$ cat src/rtl/pipe_flush_sequencer.sv
// Pipeline flush/hold sequencer: arbitrates bus stall, load-use stall and taken-jump flush,
// replaying a jump caught during a bus stall. Optional counters under FLUSH_PERF_CNT_EN.
module pipe_flush_sequencer #(
  parameter int NUM_STAGES   = 4,
  parameter int FLUSH_STAGES = 2,
  parameter int CNT_W        = 16
) (
  input  logic                  clk,
  input  logic                  rst,
  input  logic                  bus_stall,
  input  logic                  hazard_stall,
  input  logic                  jump_valid,
  input  logic                  jump_taken,
  output logic [NUM_STAGES-1:0] stage_flush,
  output logic [NUM_STAGES-1:0] stage_hold,
  output logic                  pc_hold,
  output logic                  flush_pending
`ifdef FLUSH_PERF_CNT_EN
  ,
  output logic [CNT_W-1:0]      flush_count,
  output logic [CNT_W-1:0]      stall_count
`endif
);

  typedef enum logic {IDLE, PEND} state_t;

  state_t                state_q, state_d;
  logic                  jt;
  logic [NUM_STAGES-1:0] jmask;

  genvar gi;
  generate
    for (gi = 0; gi < NUM_STAGES; gi++) begin : g_jmask
      assign jmask[gi] = (gi < FLUSH_STAGES);
    end
  endgenerate

  assign jt = jump_valid & jump_taken;

  always_ff @(posedge clk) begin
    if (rst) state_q <= IDLE;
    else     state_q <= state_d;
  end

  always_comb begin
    state_d       = state_q;
    stage_flush   = '0;
    stage_hold    = '0;
    pc_hold       = 1'b0;
    flush_pending = 1'b0;
    if (rst) begin
      stage_flush = '1;
      state_d     = IDLE;
    end else begin
      flush_pending = (state_q == PEND);
      if (bus_stall) begin
        stage_hold = '1;
        pc_hold    = 1'b1;
        // Only the first jump seen during a stall is queued.
        if (state_q == IDLE && jt) state_d = PEND;
      end else if (state_q == PEND) begin
        stage_flush = jmask;
        state_d     = IDLE;
      end else if (jt) begin
        stage_flush = jmask;
      end else if (hazard_stall) begin
        stage_hold[0]  = 1'b1;
        stage_flush[1] = 1'b1;
        pc_hold        = 1'b1;
      end
    end
  end

`ifdef FLUSH_PERF_CNT_EN
  logic [CNT_W-1:0] flush_cnt_q, flush_cnt_d;
  logic [CNT_W-1:0] stall_cnt_q, stall_cnt_d;

  always_comb begin
    flush_cnt_d = flush_cnt_q;
    stall_cnt_d = stall_cnt_q;
    if (!rst && (|stage_flush) && !(&flush_cnt_q)) flush_cnt_d = flush_cnt_q + CNT_W'(1);
    if (pc_hold && !(&stall_cnt_q))                stall_cnt_d = stall_cnt_q + CNT_W'(1);
  end

  always_ff @(posedge clk) begin
    if (rst) begin
      flush_cnt_q <= '0;
      stall_cnt_q <= '0;
    end else begin
      flush_cnt_q <= flush_cnt_d;
      stall_cnt_q <= stall_cnt_d;
    end
  end

  assign flush_count = flush_cnt_q;
  assign stall_count = stall_cnt_q;
`endif

endmodule

$ cat config.mk
export PLATFORM = sky130hd
export DESIGN_NAME = pipe_flush_sequencer
export DESIGN_NICKNAME = d
export VERILOG_FILES = /design/src/rtl/pipe_flush_sequencer.sv
export SDC_FILE = /design/constraint.sdc
export NUM_CORES = 1
export LEC_CHECK = 0
export CAP_MARGIN = 10
export CORE_AREA = 2 2 39 41
export CTS_CLUSTER_DIAMETER = 30
export DETAILED_ROUTE_END_ITERATION = 8
export DIE_AREA = 0 0 41 43
export PLACE_DENSITY = 0.49
export SLEW_MARGIN = 20
export SYNTH_ARGS = -nofsm -noshare
export SYNTH_HDL_FRONTEND = slang
export SYNTH_SLANG_ARGS = --single-unit
$ cat constraint.sdc
create_clock -name clk -period 0.8 [get_ports clk]
set_clock_uncertainty 0.05 [all_clocks]
set_input_delay 0.16 -clock clk [delete_from_list [all_inputs] [get_ports clk]]
set_output_delay 0.16 -clock clk [all_outputs]
set_load 0.01 [all_outputs]
==> impl_results.md <==
- Outcome: finished with violations
- Failing checks: negative setup slack
- Nets: 35
- Sequential-to-total area share from yosys stat: about 17%
- Final setup vio count: 6
- IO buf count: 15
- DRC: 0
- Cell Pwr Density: 715.7 mW/mm^2
- Launch point of the worst path: state_q
- Setup CP Type: reg2out
- Critical path cell sequence: a21oi_4 -> a31o_1 -> buf_2
- Slew headroom: 87.81%
- Die Area: about 0.0018 sq mm
- P_leak: 0.1254 nW
- Worst Setup Slack, final: -0.1723 ns
- Critical Path Slowest Stage Cell: dfxtp_2
- Yosys top cell area share: between 30% and 40%
- Synth Register Bits: 1
- Mapped cell area: 116.4 sq um
- Slew Limit Fails: 0
- Initial DRC Count: 2
- Die width: 41 um
- Cells after Synth: 15
- Fin crit period: slightly below 1 ns
- Die height: 43 um
- Worst IR drop on VDD: 0.00009331 V
- Worst path max stage delay: 0.31 ns
- Ys Warns: 0
- Via-per-instance ratio: ~3.2
- Period utilisation layout: 121.5%
- Largest reg by FF count: state_q
- Rows: 14
- Antenna violations before repair: 0
- Post-Route WL: 365 um
- Biggest regs: state_q (1)
- Critical Path RT: between 0.5 and 0.6 ns
- Routability cong.: 0.5640
- Number of hold violations in the final report: 0
- Pre-CTS WS: -1.010 ns
- Vias: 137
- Critical path launch point type: flip-flop
- Final setup TNS: -0.6854 ns
- Number of global-route vias before repair: 122
- Initial Utilization: roughly 8.4%
- Most frequent cell after synthesis: buf_4
- Hold Slack: 0.3985 ns
- Crit-path max FO: 4
- Drt wl/cell: 8.488 um
- Clk slew on worst S/H paths: 0 ns
- Worst-Margin Slew: 0.1825 ns
- Largest net degree at the start of global routing: 7
- Clock Latency Late Sink: 0 ns
- Ports: 16
- HP Class: in2reg
- RSZ-0062 raised after global routing: true
- Syn Nets: 21
- Top cell type by total area after synthesis: buf_4
- Global Route Usage Sum: 3.700%
- Detail Placement HPWL: roughly 280 um
- Asr flop ratio synth: 0%
- Synthesized area per cell: a little under 8 sq um
- Dominant synthesized flop cell: dfxtp_1
- First-pass GRT wire length: 483 um
- Largest register FFs: 1
- Worst reg2reg startpoint: state_q
- Layout cells sized above 1: roughly three quarters
- Area grow syn2layout: 120.4%
- Max cap viols: 0
- Placeable Area: 0.001384 sq mm
- Overall Power: 183.6 uW
- Crit path capture type: output pin
- Yosys cell types: 11
- WP data arrival: 0.76 ns
- Delay-heaviest family, CP: compound AO/OA/AOI/OAI gates
- Drt pass-1 iters: 2
- Post-synth EDFFs: 0
- Fmax: 1.028 GHz
- Bufs and invs on worst path: 1
- Ant. Diodes: 0
- Synth top area cells: buf_4 32%, dfxtp_1 17%, a21oi_2 7.5%, a31o_1 7.5%, and2b_2 7.5%
- Hold_sp: jump_valid
- Total grt overflow: 0
- Post-DRT Antenna Nets: 0
placed cells by master, fill, tap and decap left out:
master	instances
nor2_1	1
nor2b_4	1
inv_1	1
and2b_2	1
buf_2	8
buf_6	7
o21ai_1	1
dfxtp_2	1
nor2b_1	1
a31o_1	1
clkdlybuf4s15_1	1
a21oi_1	1
a21oi_4	1
buf_8	1
path summary, 6_finish.rpt:
check / slack, ns / endpoint / depth (start not counted)
worst min-delay path: 0.40 / state_q / 3
worst min register to register: 0.45 / state_q / 2
worst max register to register: 0.11 / state_q / 2
worst max-delay path: -0.17 / stage_hold[0] / 3
tightest hold or removal path, stage by stage:
cell     delay [ns]
buf_2          0.10
a21oi_4        0.06
nor2b_1        0.09
cells by family after synthesis:
family / count (synthesis) / synth area share (%)
buffers and inverters: 6 / 35.48
and+or+nand+nor: 4 / 23.66
AOI/OAI and AO/OA: 4 / 23.65
DFF: 1 / 17.20
final cells by class:
class / count / area, sq um
timing repair buffer: 17 / 143.9
inverter: 1 / 3.754
sequential: 1 / 21.27
multi-input combinational: 8 / 67.56
fill: 164 / 1127
tap: 16 / 20.02
routing by layer:
metal / track usage, % / up-vias / routed length, um
li1: - / 69 / -
met1: 2.857 / 62 / 111
met2: 8.438 / 6 / 209
met3: 0.5236 / 0 / 43
met4: 0 / 0 / 0
met5: 0 / - / 0
report_power, final:
part	total [mW]	leakage, nW	switching (mW)	internal, mW
Clock	0	0	0	0
Combinational	0.129	0.117	0.0555	0.0734
Sequential	0.0547	0.00860	0.00161	0.0531
Total	0.184	0.125	0.0571	0.126
per-stage QoR:
stage          std cells  utilization, %  area [sq um]
2_1_floorplan         15               -         120.1
3_3_place_gp          42           18.54         256.5
3_5_place_dp          42           18.54         256.5
4_1_cts               43           18.26         252.7
5_1_grt               43           18.54         256.5
6_report              43           18.54         256.5
repair_timing:
action	in CTS	in global routing
hold buffers	0	0
setup buffers	1	0
setup endpoints to repair	11	10
gates resized for setup	67	5
pin swaps	5	0
Power figures use the tool's default switching activity.
